**config.mk**
```make
export PLATFORM = sky130hd
export DESIGN_NAME = edge_detect_multi
export DESIGN_NICKNAME = d
export VERILOG_FILES = /design/src/rtl/edge_detect_multi.sv
export SDC_FILE = /design/constraint.sdc
export NUM_CORES = 1
export LEC_CHECK = 0
export ABC_AREA = 1
export CAP_MARGIN = 5
export CORE_UTILIZATION = 58
export DETAILED_ROUTE_END_ITERATION = 7
export PLACE_DENSITY = 0.91
export SLEW_MARGIN = 20
export SYNTH_ARGS = -nofsm -noshare
export SYNTH_HDL_FRONTEND = slang
export SYNTH_SLANG_ARGS = --single-unit
```
**constraint.sdc**
```tcl
create_clock -name clk -period 3.14 [get_ports clk]
set_input_delay 0.314 -clock clk [delete_from_list [all_inputs] [get_ports clk]]
set_output_delay 0.314 -clock clk [all_outputs]
set_load 0.1 [all_outputs]
```
**src/rtl/edge_detect_multi.sv**
```systemverilog
// edge_detect_multi: multi-channel edge detector for asynchronous triggers.
// Each channel has a synchroniser, a glitch filter and a mode-qualified edge
// detector. The detector drives a one-cycle pulse, a sticky flag and a
// saturating event counter.
module edge_detect_multi #(
  parameter int NCH         = 4,
  parameter int SYNC_STAGES = 2,
  parameter int FILT_CYCLES = 3,
  parameter int CNT_W       = 8
) (
  input  logic               clk,
  input  logic               rst_n,
  input  logic [NCH-1:0]     trigger,
  input  logic [2*NCH-1:0]   mode,
  input  logic [NCH-1:0]     sticky_clr,
  input  logic               cnt_clr,
  output logic [NCH-1:0]     edge_pulse,
  output logic [NCH-1:0]     edge_sticky,
  output logic [NCH*CNT_W-1:0] edge_count
);

  localparam int              FW      = $clog2(FILT_CYCLES) + 1;
  localparam logic [FW-1:0]    FC_LAST = FW'(FILT_CYCLES - 1);
  localparam logic [FW-1:0]    FC_ONE  = FW'(1);
  localparam logic [CNT_W-1:0] CNT_MAX = {CNT_W{1'b1}};
  localparam logic [CNT_W-1:0] CNT_ONE = CNT_W'(1);

  genvar g;
  generate
    for (g = 0; g < NCH; g++) begin : g_ch
      logic [SYNC_STAGES-1:0] r_sync;
      logic                   r_filt;
      logic [FW-1:0]          r_fcnt;
      logic                   r_pulse;
      logic                   r_sticky;
      logic [CNT_W-1:0]       r_cnt;

      logic                   w_sync;
      logic [1:0]             w_mode;
      logic                   w_accept;
      logic                   w_qual;
      logic                   w_filt_nxt;
      logic [FW-1:0]          w_fcnt_nxt;
      logic                   w_sticky_nxt;
      logic [CNT_W-1:0]       w_cnt_nxt;

      assign w_sync = r_sync[SYNC_STAGES-1];
      assign w_mode = mode[2*g+1 -: 2];

      // Synchroniser chain: the raw input feeds only the first stage.
      always_ff @(posedge clk or negedge rst_n) begin
        if (!rst_n) begin
          r_sync <= '0;
        end else begin
          r_sync <= {r_sync[SYNC_STAGES-2:0], trigger[g]};
        end
      end

      // Glitch filter, edge qualification and next-state for pulse/sticky/count.
      always_comb begin
        w_accept     = 1'b0;
        w_filt_nxt   = r_filt;
        w_fcnt_nxt   = '0;
        w_qual       = 1'b0;
        w_sticky_nxt = r_sticky;
        w_cnt_nxt    = r_cnt;

        // A level change is accepted only after FILT_CYCLES consecutive
        // synced cycles that disagree with the filtered level.
        if (w_sync != r_filt) begin
          if (r_fcnt >= FC_LAST) begin
            w_accept   = 1'b1;
            w_filt_nxt = w_sync;
            w_fcnt_nxt = '0;
          end else begin
            w_fcnt_nxt = r_fcnt + FC_ONE;
          end
        end else begin
          w_fcnt_nxt = '0;
        end

        // The new level tells the polarity: 1 means rising, 0 means falling.
        case (w_mode)
          2'b01:   w_qual = w_accept & w_sync;
          2'b10:   w_qual = w_accept & ~w_sync;
          2'b11:   w_qual = w_accept;
          default: w_qual = 1'b0;
        endcase

        // Set wins over clear so that no event is lost.
        if (w_qual) begin
          w_sticky_nxt = 1'b1;
        end else if (sticky_clr[g]) begin
          w_sticky_nxt = 1'b0;
        end else begin
          w_sticky_nxt = r_sticky;
        end

        // A clear that coincides with an edge leaves the count at one.
        // Otherwise the count saturates.
        if (w_qual) begin
          if (cnt_clr) begin
            w_cnt_nxt = CNT_ONE;
          end else if (r_cnt == CNT_MAX) begin
            w_cnt_nxt = r_cnt;
          end else begin
            w_cnt_nxt = r_cnt + CNT_ONE;
          end
        end else if (cnt_clr) begin
          w_cnt_nxt = '0;
        end else begin
          w_cnt_nxt = r_cnt;
        end
      end

      // Per-channel state: filtered level, filter counter and outputs.
      always_ff @(posedge clk or negedge rst_n) begin
        if (!rst_n) begin
          r_filt   <= 1'b0;
          r_fcnt   <= '0;
          r_pulse  <= 1'b0;
          r_sticky <= 1'b0;
          r_cnt    <= '0;
        end else begin
          r_filt   <= w_filt_nxt;
          r_fcnt   <= w_fcnt_nxt;
          r_pulse  <= w_qual;
          r_sticky <= w_sticky_nxt;
          r_cnt    <= w_cnt_nxt;
        end
      end

      assign edge_pulse[g]                   = r_pulse;
      assign edge_sticky[g]                  = r_sticky;
      assign edge_count[CNT_W*g +: CNT_W]    = r_cnt;
    end
  endgenerate

endmodule

```
==> flow_metrics.env, run 1 <==
export IMPL_synth_area_sq_mm=0.00379
export IMPL_fin_ws_ps=856
export IMPL_cts_sinks=64
export IMPL_holdCritPathClass="primary input to async pin"
export IMPL_period_share_pct=72.7
export IMPL_h_tree_depth=3
export IMPL_critPathLaunch="g_ch[0].r_cnt[0]"
export IMPL_status="completed"
export IMPL_synthCells=491
export IMPL_synth_seq_cells=64
export IMPL_drv_cap=0
export IMPL_crit_buf_inv=1
export IMPL_drv_slew=0
export IMPL_finalWirelength_um=8140
export IMPL_ant_nets=0
export IMPL_path_cells="clkdlybuf4s50_1"
export IMPL_fin_hold_ws_ps=128
export IMPL_synth_cell_types=24
export IMPL_grt_max_degree=65
export IMPL_grt_pass1_wl_um=13900
export IMPL_crit_path_top_delay_cell="clkdlybuf4s50_1"
export IMPL_ir_drop_mv=0.345
export IMPL_port_buffers=58
export IMPL_clk_path_buf_depth=2
export IMPL_path_delay_family="buffers and inverters"
export IMPL_maxSlewHeadroom_pct=32.3
export IMPL_arrival_ps=1970
export IMPL_cp_end_kind="primary output"
export IMPL_wl_per_cell_um=12.9
export IMPL_antenna_found_initial=0
export IMPL_post_route_min_period_ps=2280
export IMPL_fin_cells=629
export IMPL_fmax_mhz=438
export IMPL_syn2layout_area_growth_pct=20.7
export IMPL_cts_clk_slew_worst_paths_ps=80
export IMPL_layout_common_cells="139 x nand2_1, 65 x nand3_1, 64 x dfrtp_1, 60 x nor2_1, 56 x inv_1"
export IMPL_grt_usage_pct=24.8
export IMPL_drt_iter0_markers=346
export IMPL_r2r_end="g_ch[0].r_cnt[3]"
export IMPL_initial_utilization_pct=60.0
export IMPL_cts_buffers=9
export IMPL_grt_pass1_vias=3210
export IMPL_dieArea_sq_mm=0.00686
export IMPL_cts_setup_buffers=0
export IMPL_cp_data_required_time_ps=2830
export IMPL_final_nets=588
export IMPL_die_x_um=82.8
export IMPL_num_vias=3397
export IMPL_p_per_area_mw_per_mm2=588
export IMPL_placed_cells=613
export IMPL_drive_gt1_share_pct=11.8
export IMPL_setup_viol=0
export IMPL_post_place_ws_ps=1010
export IMPL_yosysTopAreaCell="dfrtp_1"
export IMPL_crit_end="edge_count[0]"
export IMPL_ys_seq_area_share_pct=42.3
export IMPL_io_pins=59
export IMPL_rows=29
export IMPL_n_fill_cell=470
export IMPL_finalWeightedCongestion=0.871
export IMPL_power_leakage_nw=2.22
export IMPL_viasPerCell=5.40
export IMPL_rr_worst_depth=8
export IMPL_drc=0
export IMPL_synth_area_leaders="dfrtp_1 42%, nand2_1 14%, nand3_1 8.6%, ha_1 7.3%, nor2_1 5.9%"
export IMPL_drtPass1Iterations=6
export IMPL_hold_viol_final=0
export IMPL_die_h_um=82.8
export IMPL_rrSetupSlack_ps=1580
export IMPL_critPathLaunchType="register"
export IMPL_criticalPathCategory="register to primary output"
export IMPL_critPathMaxStageDelay_ps=1170
export IMPL_clkLatencyLatePin_ps=350
export IMPL_tritoncts="done"
export IMPL_yosysWarnings=0
export IMPL_worst_pin_slew_ps=1010
export IMPL_hold_buffers=0
export IMPL_cp_num_cells=1
export IMPL_overflow=0
export IMPL_rsz0062_at_grt="false"
export IMPL_cp_max_fo=6
export IMPL_cts_resized=0
export IMPL_timing_rr_start="g_ch[0].r_cnt[0]"
export IMPL_layout_commonest_cell="nand2_1"
export IMPL_tns_ps=0
export IMPL_diodes=0
export IMPL_core_area_sq_mm=0.00631
export IMPL_cts_root_buffer="clkbuf_8"
export IMPL_fin_worst_skew_ps=11.8
export IMPL_syn_nets=532
export IMPL_dpl_hpwl_um=5720
export IMPL_yosysTopAreaCellShare_pct=42.3
export IMPL_syn_area_per_cell_sq_um=7.72
==> layer usage <==
layer	global-route usage (%)	wire (um)
met4	9.56	122
met3	4.47	459
met2	42.9	4150
met1	30.8	3410
met5	0	0
==> through the flow <==
stage               instance area (sq um)  utilization (%)  total power (W)
CTS                                  4570             72.4          0.00270
detailed placement                   4350             69.0          0.00191
finish                               4570             72.4          0.00269
global route                         4570             72.4          0.00282
global placement                     4350             69.0          0.00185
floorplan                            3790                -          0.00171
==> registers in the layout, summed over array words and instances, names as in the netlist <==
register	cells
g_ch.r_pulse	4
g_ch.r_filt	4
g_ch.r_fcnt	12
g_ch.r_sync	8
g_ch.r_sticky	4
g_ch.r_cnt	32
==> worst min path at each step <==
stage	cells after the start	slack, ps	to
2_1_floorplan	0	20	g_ch[0].r_cnt[0]
3_3_place_gp	0	330	g_ch[3].r_sync[1]
3_5_place_dp	0	340	g_ch[1].r_sync[1]
4_1_cts	2	160	g_ch[0].r_fcnt[0]
5_1_grt	2	220	g_ch[0].r_fcnt[0]
6_report	2	130	g_ch[0].r_fcnt[0]
==> power by group <==
group / internal (W) / leakage, nW / switching, W
Sequential: 0.000934 / 0.860 / 0.0000919
Clock: 0.000448 / 0.110 / 0.000343
Combinational: 0.000239 / 1.25 / 0.000632
Total: 0.00162 / 2.22 / 0.00107
==> cell families (layout without fill, tap and decap cells) <==
logic type               Yosys count  in the layout  synth area share, %
adder cells (fa/ha/maj)           22             22                 7.26
AND/OR/NAND/NOR                  305            305                 37.5
flip-flops                        64             64                 42.3
buffers and inverters             74            135                 8.19
AO/OA/AOI/OAI                     26             26                 4.82
==> layout make-up <==
class / instances / area [sq um] / share of cell area (%)
flip-flops and latches: 64 / 1600 / 35.0
inverters: 60 / 225 / 4.92
clock buffers: 9 / 124 / 2.71
well taps: 77 / 96.3 / 2.11
clock inverters: 7 / 95.1 / 2.08
repair buffers: 59 / 553 / 12.1
multi-input cells: 353 / 1880 / 41.1
==> synth_stat cells (all sizes together) <==
library cell / n
dfrtp: 64
nand4: 12
nand2: 149
clkbuf: 2
ha: 22
inv: 60
nand3b: 2
a21oi: 1
o21ai: 19
nand3: 69
o21bai: 6
or2: 7
buf: 12
nor2: 66
Note: power is estimated with default switching activity, not from simulation.
==> run 2: changes to the inputs <==
--- a/config.mk
+++ b/config.mk
@@ -7,9 +7,9 @@
 export LEC_CHECK = 0
 export ABC_AREA = 1
 export CAP_MARGIN = 5
-export CORE_UTILIZATION = 58
+export CORE_UTILIZATION = 54
 export DETAILED_ROUTE_END_ITERATION = 7
-export PLACE_DENSITY = 0.91
+export PLACE_DENSITY = 0.86
 export SLEW_MARGIN = 20
 export SYNTH_ARGS = -nofsm -noshare
 export SYNTH_HDL_FRONTEND = slang
==> constraint.sdc (replaced) <==
create_clock -name clk -period 2.2 [get_ports clk]
set_input_delay 0.22 -clock clk [delete_from_list [all_inputs] [get_ports clk]]
set_output_delay 0.22 -clock clk [all_outputs]
set_load 0.1 [all_outputs]
==> run 2 against run 1 <==
Against the previous run:
- non-clock buffer count increased by 5
- clock-buffer cell count increased by 3
- design area decreased by 0.71%
- routed wire length decreased by 3.1%
==> flow_metrics.env, run 2 (synthesized netlist as in run 1, its figures left out) <==
export IMPL_grt_pass1_vias=3183
export IMPL_h_tree_depth=3
export IMPL_placed_cells=636
export IMPL_cp_end_kind="register"
export IMPL_drv_slew=0
export IMPL_cts_root_buffer="clkbuf_8"
export IMPL_dpl_hpwl_um=5720
export IMPL_maxSlewHeadroom_pct=62.4
export IMPL_arrival_ps=1780
export IMPL_power_total_w=0.00364
export IMPL_syn2layout_area_growth_pct=19.8
export IMPL_drc=0
export IMPL_status="completed"
export IMPL_largest_register_ffs=32
export IMPL_antenna_found_initial=0
export IMPL_holdCritPathClass="primary input to register"
export IMPL_fmax_mhz=643
export IMPL_wl_per_cell_um=12.1
export IMPL_post_place_ws_ps=338
export IMPL_die_x_um=85.8
export IMPL_critPathLaunchType="register"
export IMPL_rows=30
export IMPL_layout_common_cells="139 x nand2_1, 65 x nand3_1, 64 x dfrtp_1, 60 x nor2_1, 56 x inv_1"
export IMPL_drtPass1Iterations=5
export IMPL_ant_nets=0
export IMPL_num_vias=3330
export IMPL_diodes=0
export IMPL_grt_max_degree=32
export IMPL_power_leakage_nw=2.29
export IMPL_fin_cells=653
export IMPL_dieArea_sq_mm=0.00736
export IMPL_layout_commonest_cell="nand2_1"
export IMPL_clk_path_buf_depth=2
export IMPL_worst_pin_slew_ps=564
export IMPL_rsz0062_at_grt="false"
export IMPL_p_per_area_mw_per_mm2=803
export IMPL_top_register="g_ch.r_cnt"
export IMPL_top_regs="g_ch.r_cnt (32), g_ch.r_fcnt (12), g_ch.r_sync (8)"
export IMPL_setup_viol=0
export IMPL_drt_iter0_markers=212
export IMPL_period_share_pct=70.7
export IMPL_hold_buffers=1
export IMPL_die_h_um=85.8
export IMPL_fin_ws_ps=644
export IMPL_finalWeightedCongestion=0.847
export IMPL_io_pins=59
export IMPL_drv_cap=0
export IMPL_grt_pass1_wl_um=13300
export IMPL_cts_buffers=9
export IMPL_fin_worst_skew_ps=8.86
export IMPL_tritoncts="done"
export IMPL_clkLatencyLatePin_ps=340
export IMPL_criticalPathCategory="register to register"
export IMPL_cts_setup_buffers=0
export IMPL_port_buffers=58
export IMPL_finalWirelength_um=7880
export IMPL_cp_data_required_time_ps=2430
export IMPL_initial_utilization_pct=55.8
export IMPL_drive_gt1_share_pct=16.9
export IMPL_hold_viol_final=0
export IMPL_cts_sinks=64
export IMPL_tns_ps=0
export IMPL_cts_clk_slew_worst_paths_ps=70
export IMPL_cp_max_fo=10
export IMPL_grt_usage_pct=22.9
export IMPL_final_util_pct=66.8
export IMPL_overflow=0
export IMPL_ir_drop_mv=0.412
export IMPL_final_nets=593
export IMPL_core_area_sq_mm=0.00679
export IMPL_post_route_min_period_ps=1560
export IMPL_cts_resized=0
export IMPL_viasPerCell=5.10
run 2: path summary, 6_finish.rpt:
check | startpoint | to | slack, ps | depth (start not counted)
setup reg to reg | g_ch[0].r_cnt[0] | g_ch[0].r_cnt[5] | 640 | 8
min in group asynchronous | rst_n | g_ch[0].r_filt | 400 | 2
setup / recovery | g_ch[0].r_cnt[0] | g_ch[0].r_cnt[5] | 640 | 8
max in group asynchronous | rst_n | g_ch[1].r_cnt[0] | 1050 | 3
hold / removal | trigger[2] | g_ch[2].r_sync[0] | 310 | 1
hold reg to reg | g_ch[2].r_sync[0] | g_ch[2].r_sync[1] | 350 | 0
run 2: critical path: stages (launching register included):
cell     delay (ps)
dfrtp_1         490
ha_1            210
nand2_1          90
nor2_1          130
nand2_1         160
nand3_4         180
nand2_2          70
nand2_1          70
nand2_1          40
run 2: routing by layer:
layer / vias up / track usage, % / share of wire (%)
met3: 18 / 3.85 / 4.1
li1: 1668 / - / -
met1: 1565 / 26.4 / 44
met4: 0 / 11.7 / 2.0
met5: - / 0 / 0
met2: 79 / 40.9 / 50
run 2: layout make-up:
class	instances	area [sq um]
Timing Repair Buffer	64	536
Inverter	60	225
Tap cell	96	120
Sequential cell	64	1600
Clock inverter	4	45.0
Multi-Input combinational cell	353	1880
Clock buffer	12	135
Fill cell	565	2250
run 2: metrics by stage:
step                hold slack (ps)  area, sq um
floorplan                     -75.6         3790
global placement                238         4350
detailed placement              247         4350
CTS                             304         4540
global route                    313         4540
finish                          311         4540
run 2: report_power, final:
| part | leakage [nW] | total (W) | internal, W | switching, W |
|---|---|---|---|---|
| Clock | 0.0941 | 0.000961 | 0.000519 | 0.000442 |
| Sequential | 0.860 | 0.00147 | 0.00133 | 0.000132 |
| Combinational | 1.34 | 0.00122 | 0.000333 | 0.000885 |
| Total | 2.29 | 0.00364 | 0.00219 | 0.00146 |
==> run 3: changes to the inputs <==
==> constraint.sdc (replaced) <==
create_clock -name clk -period 1.5 [get_ports clk]
set_input_delay 0.15 -clock clk [delete_from_list [all_inputs] [get_ports clk]]
set_output_delay 0.15 -clock clk [all_outputs]
set_load 0.1 [all_outputs]
==> run 3 against run 2 <==
Against the previous run:
- final cell count is 1.7% higher
- critical endpoint unchanged
- core utilization is 12 points higher
- power is 55% higher
- worst hold slack worse by 64 ps
- global-route usage is 0.96 points higher
==> flow_metrics.env, run 3 (synthesized netlist as in run 1, its figures left out) <==
export IMPL_status="completed"
export IMPL_cts_buffers=9
export IMPL_cts_root_buffer="clkbuf_8"
export IMPL_r2r_end="g_ch[0].r_cnt[5]"
export IMPL_criticalPathCategory="register to register"
export IMPL_layout_commonest_cell="nand2_1"
export IMPL_finalWeightedCongestion=0.853
export IMPL_die_h_um=85.8
export IMPL_tritoncts="done"
export IMPL_power_leakage_nw=2.40
export IMPL_hold_path_endpoint="g_ch[1].r_sync[0]"
export IMPL_rsz0062_at_grt="true"
export IMPL_setup_viol=0
export IMPL_tns_ps=0
export IMPL_rr_worst_depth=8
export IMPL_wl_per_cell_um=13.1
export IMPL_period_share_pct=97.8
export IMPL_top_register="g_ch.r_cnt"
export IMPL_fmax_mhz=682
export IMPL_syn2layout_area_growth_pct=40.8
export IMPL_grt_pass1_wl_um=13800
export IMPL_final_util_pct=78.5
export IMPL_maxSlewHeadroom_pct=76.8
export IMPL_h_tree_depth=3
export IMPL_rows=30
export IMPL_hold_viol_final=0
export IMPL_drv_cap=0
export IMPL_drc=0
export IMPL_largest_register_ffs=32
export IMPL_drv_slew=0
export IMPL_cp_end_kind="register"
export IMPL_dieArea_sq_mm=0.00736
export IMPL_num_vias=3529
export IMPL_cts_clk_slew_worst_paths_ps=70
export IMPL_port_buffers=58
export IMPL_ant_nets=0
export IMPL_clkLatencyLatePin_ps=340
export IMPL_grt_usage_pct=23.8
export IMPL_cp_max_fo=5
export IMPL_holdPathStages=1
export IMPL_dpl_hpwl_um=5900
export IMPL_core_area_sq_mm=0.00679
export IMPL_antenna_found_initial=0
export IMPL_finalWirelength_um=8710
export IMPL_layout_common_cells="126 x nand2_1, 63 x nand3_1, 56 x inv_1, 53 x nor2_1, 43 x buf_12"
export IMPL_arrival_ps=1690
export IMPL_worstHoldStart="trigger[1]"
export IMPL_post_route_min_period_ps=1470
export IMPL_cp_data_required_time_ps=1720
export IMPL_drive_gt1_share_pct=28.7
export IMPL_worst_pin_slew_ps=348
export IMPL_ir_drop_mv=1.10
export IMPL_diodes=0
export IMPL_holdCritPathClass="primary input to register"
export IMPL_fin_worst_skew_ps=12.7
export IMPL_cts_sinks=64
export IMPL_die_x_um=85.8
export IMPL_overflow=0
export IMPL_p_per_area_mw_per_mm2=1060
export IMPL_viasPerCell=5.31
export IMPL_clk_path_buf_depth=2
export IMPL_initial_utilization_pct=55.8
export IMPL_timing_rr_start="g_ch[0].r_cnt[1]"
export IMPL_grt_max_degree=65
export IMPL_rrSetupSlack_ps=30
export IMPL_final_nets=604
export IMPL_critPathLaunchType="register"
export IMPL_io_pins=59
export IMPL_drtPass1Iterations=4
export IMPL_top_regs="g_ch.r_cnt (32), g_ch.r_fcnt (12), g_ch.r_sync (8)"
export IMPL_drt_iter0_markers=164
export IMPL_grt_pass1_vias=3284
[run 3: cell types whose count changed in the layout (fill, tap and decap cells not counted), sizes merged]
cell / before / now
clkinv: 3 / 1
bufinv: 1 / 0
nand3: 69 / 71
buf: 46 / 55
clkbuf: 12 / 15
[run 3: critical path, stage by stage (launching register included)]
cell and delay [ps]:
dfrtp_4 460, ha_4 150, nand2_2 70, nor2_2 190
nand2_2 150, nand3_4 160, nand2_2 70, nand2_1 70
nand2_1 50
[run 3: metrics by stage]
step | cell area (sq um) | power, W | setup WS, ps | hold WS [ps] | instances
6_report | 5340 | 0.00566 | 33.5 | 247 | 664
5_1_grt | 5340 | 0.00599 | -34.6 | 247 | 664
4_1_cts | 5220 | 0.00554 | 24.0 | 238 | 660
3_5_place_dp | 5050 | 0.00426 | -293 | 192 | 643
3_3_place_gp | 5050 | 0.00416 | -206 | 189 | 643
2_1_floorplan | 3910 | 0.00362 | -17.9 | -146 | 491
[run 3: final cells by class]
class,count,area [sq um]
sequential,64,1660
fill,409,1460
multi-input combinational,355,2040
clock buffer,15,156
clock inverter,1,5.00
inverter,60,225
timing repair buffer,73,1130
tap,96,120
[run 3: worst max path at each step]
stage / start / endpoint / depth (start not counted)
floorplan: g_ch[0].r_cnt[0] / g_ch[0].r_cnt[5] / 8
global placement: mode[0] / g_ch[0].r_cnt[6] / 8
detailed placement: mode[0] / g_ch[0].r_cnt[2] / 8
CTS: g_ch[0].r_cnt[1] / g_ch[0].r_cnt[2] / 7
global route: g_ch[1].r_fcnt[0] / g_ch[1].r_cnt[7] / 10
finish: g_ch[0].r_cnt[1] / g_ch[0].r_cnt[5] / 8
[run 3: per-layer routing]
metal  wire [um]  vias up  global-route usage, %
met1        3470     1665                   26.6
met4         187        0                   12.0
met2        4580      144                   44.1
met3         470       22                   3.66
li1            -     1698                      -
met5           0        -                      0
[run 3: what timing repair did]
item / 4_1_cts / 5_1_grt
hold endpoints to repair: 64 / 0
setup endpoints to repair: 0 / 30
setup buffers: 0 / 2
hold buffers: 1 / 0
gates resized for setup: 0 / 26
[run 3: power breakdown]
group | internal, W | switching (W)
registers | 0.00198 | 0.000206
logic | 0.000784 | 0.00143
clock network | 0.000647 | 0.000623
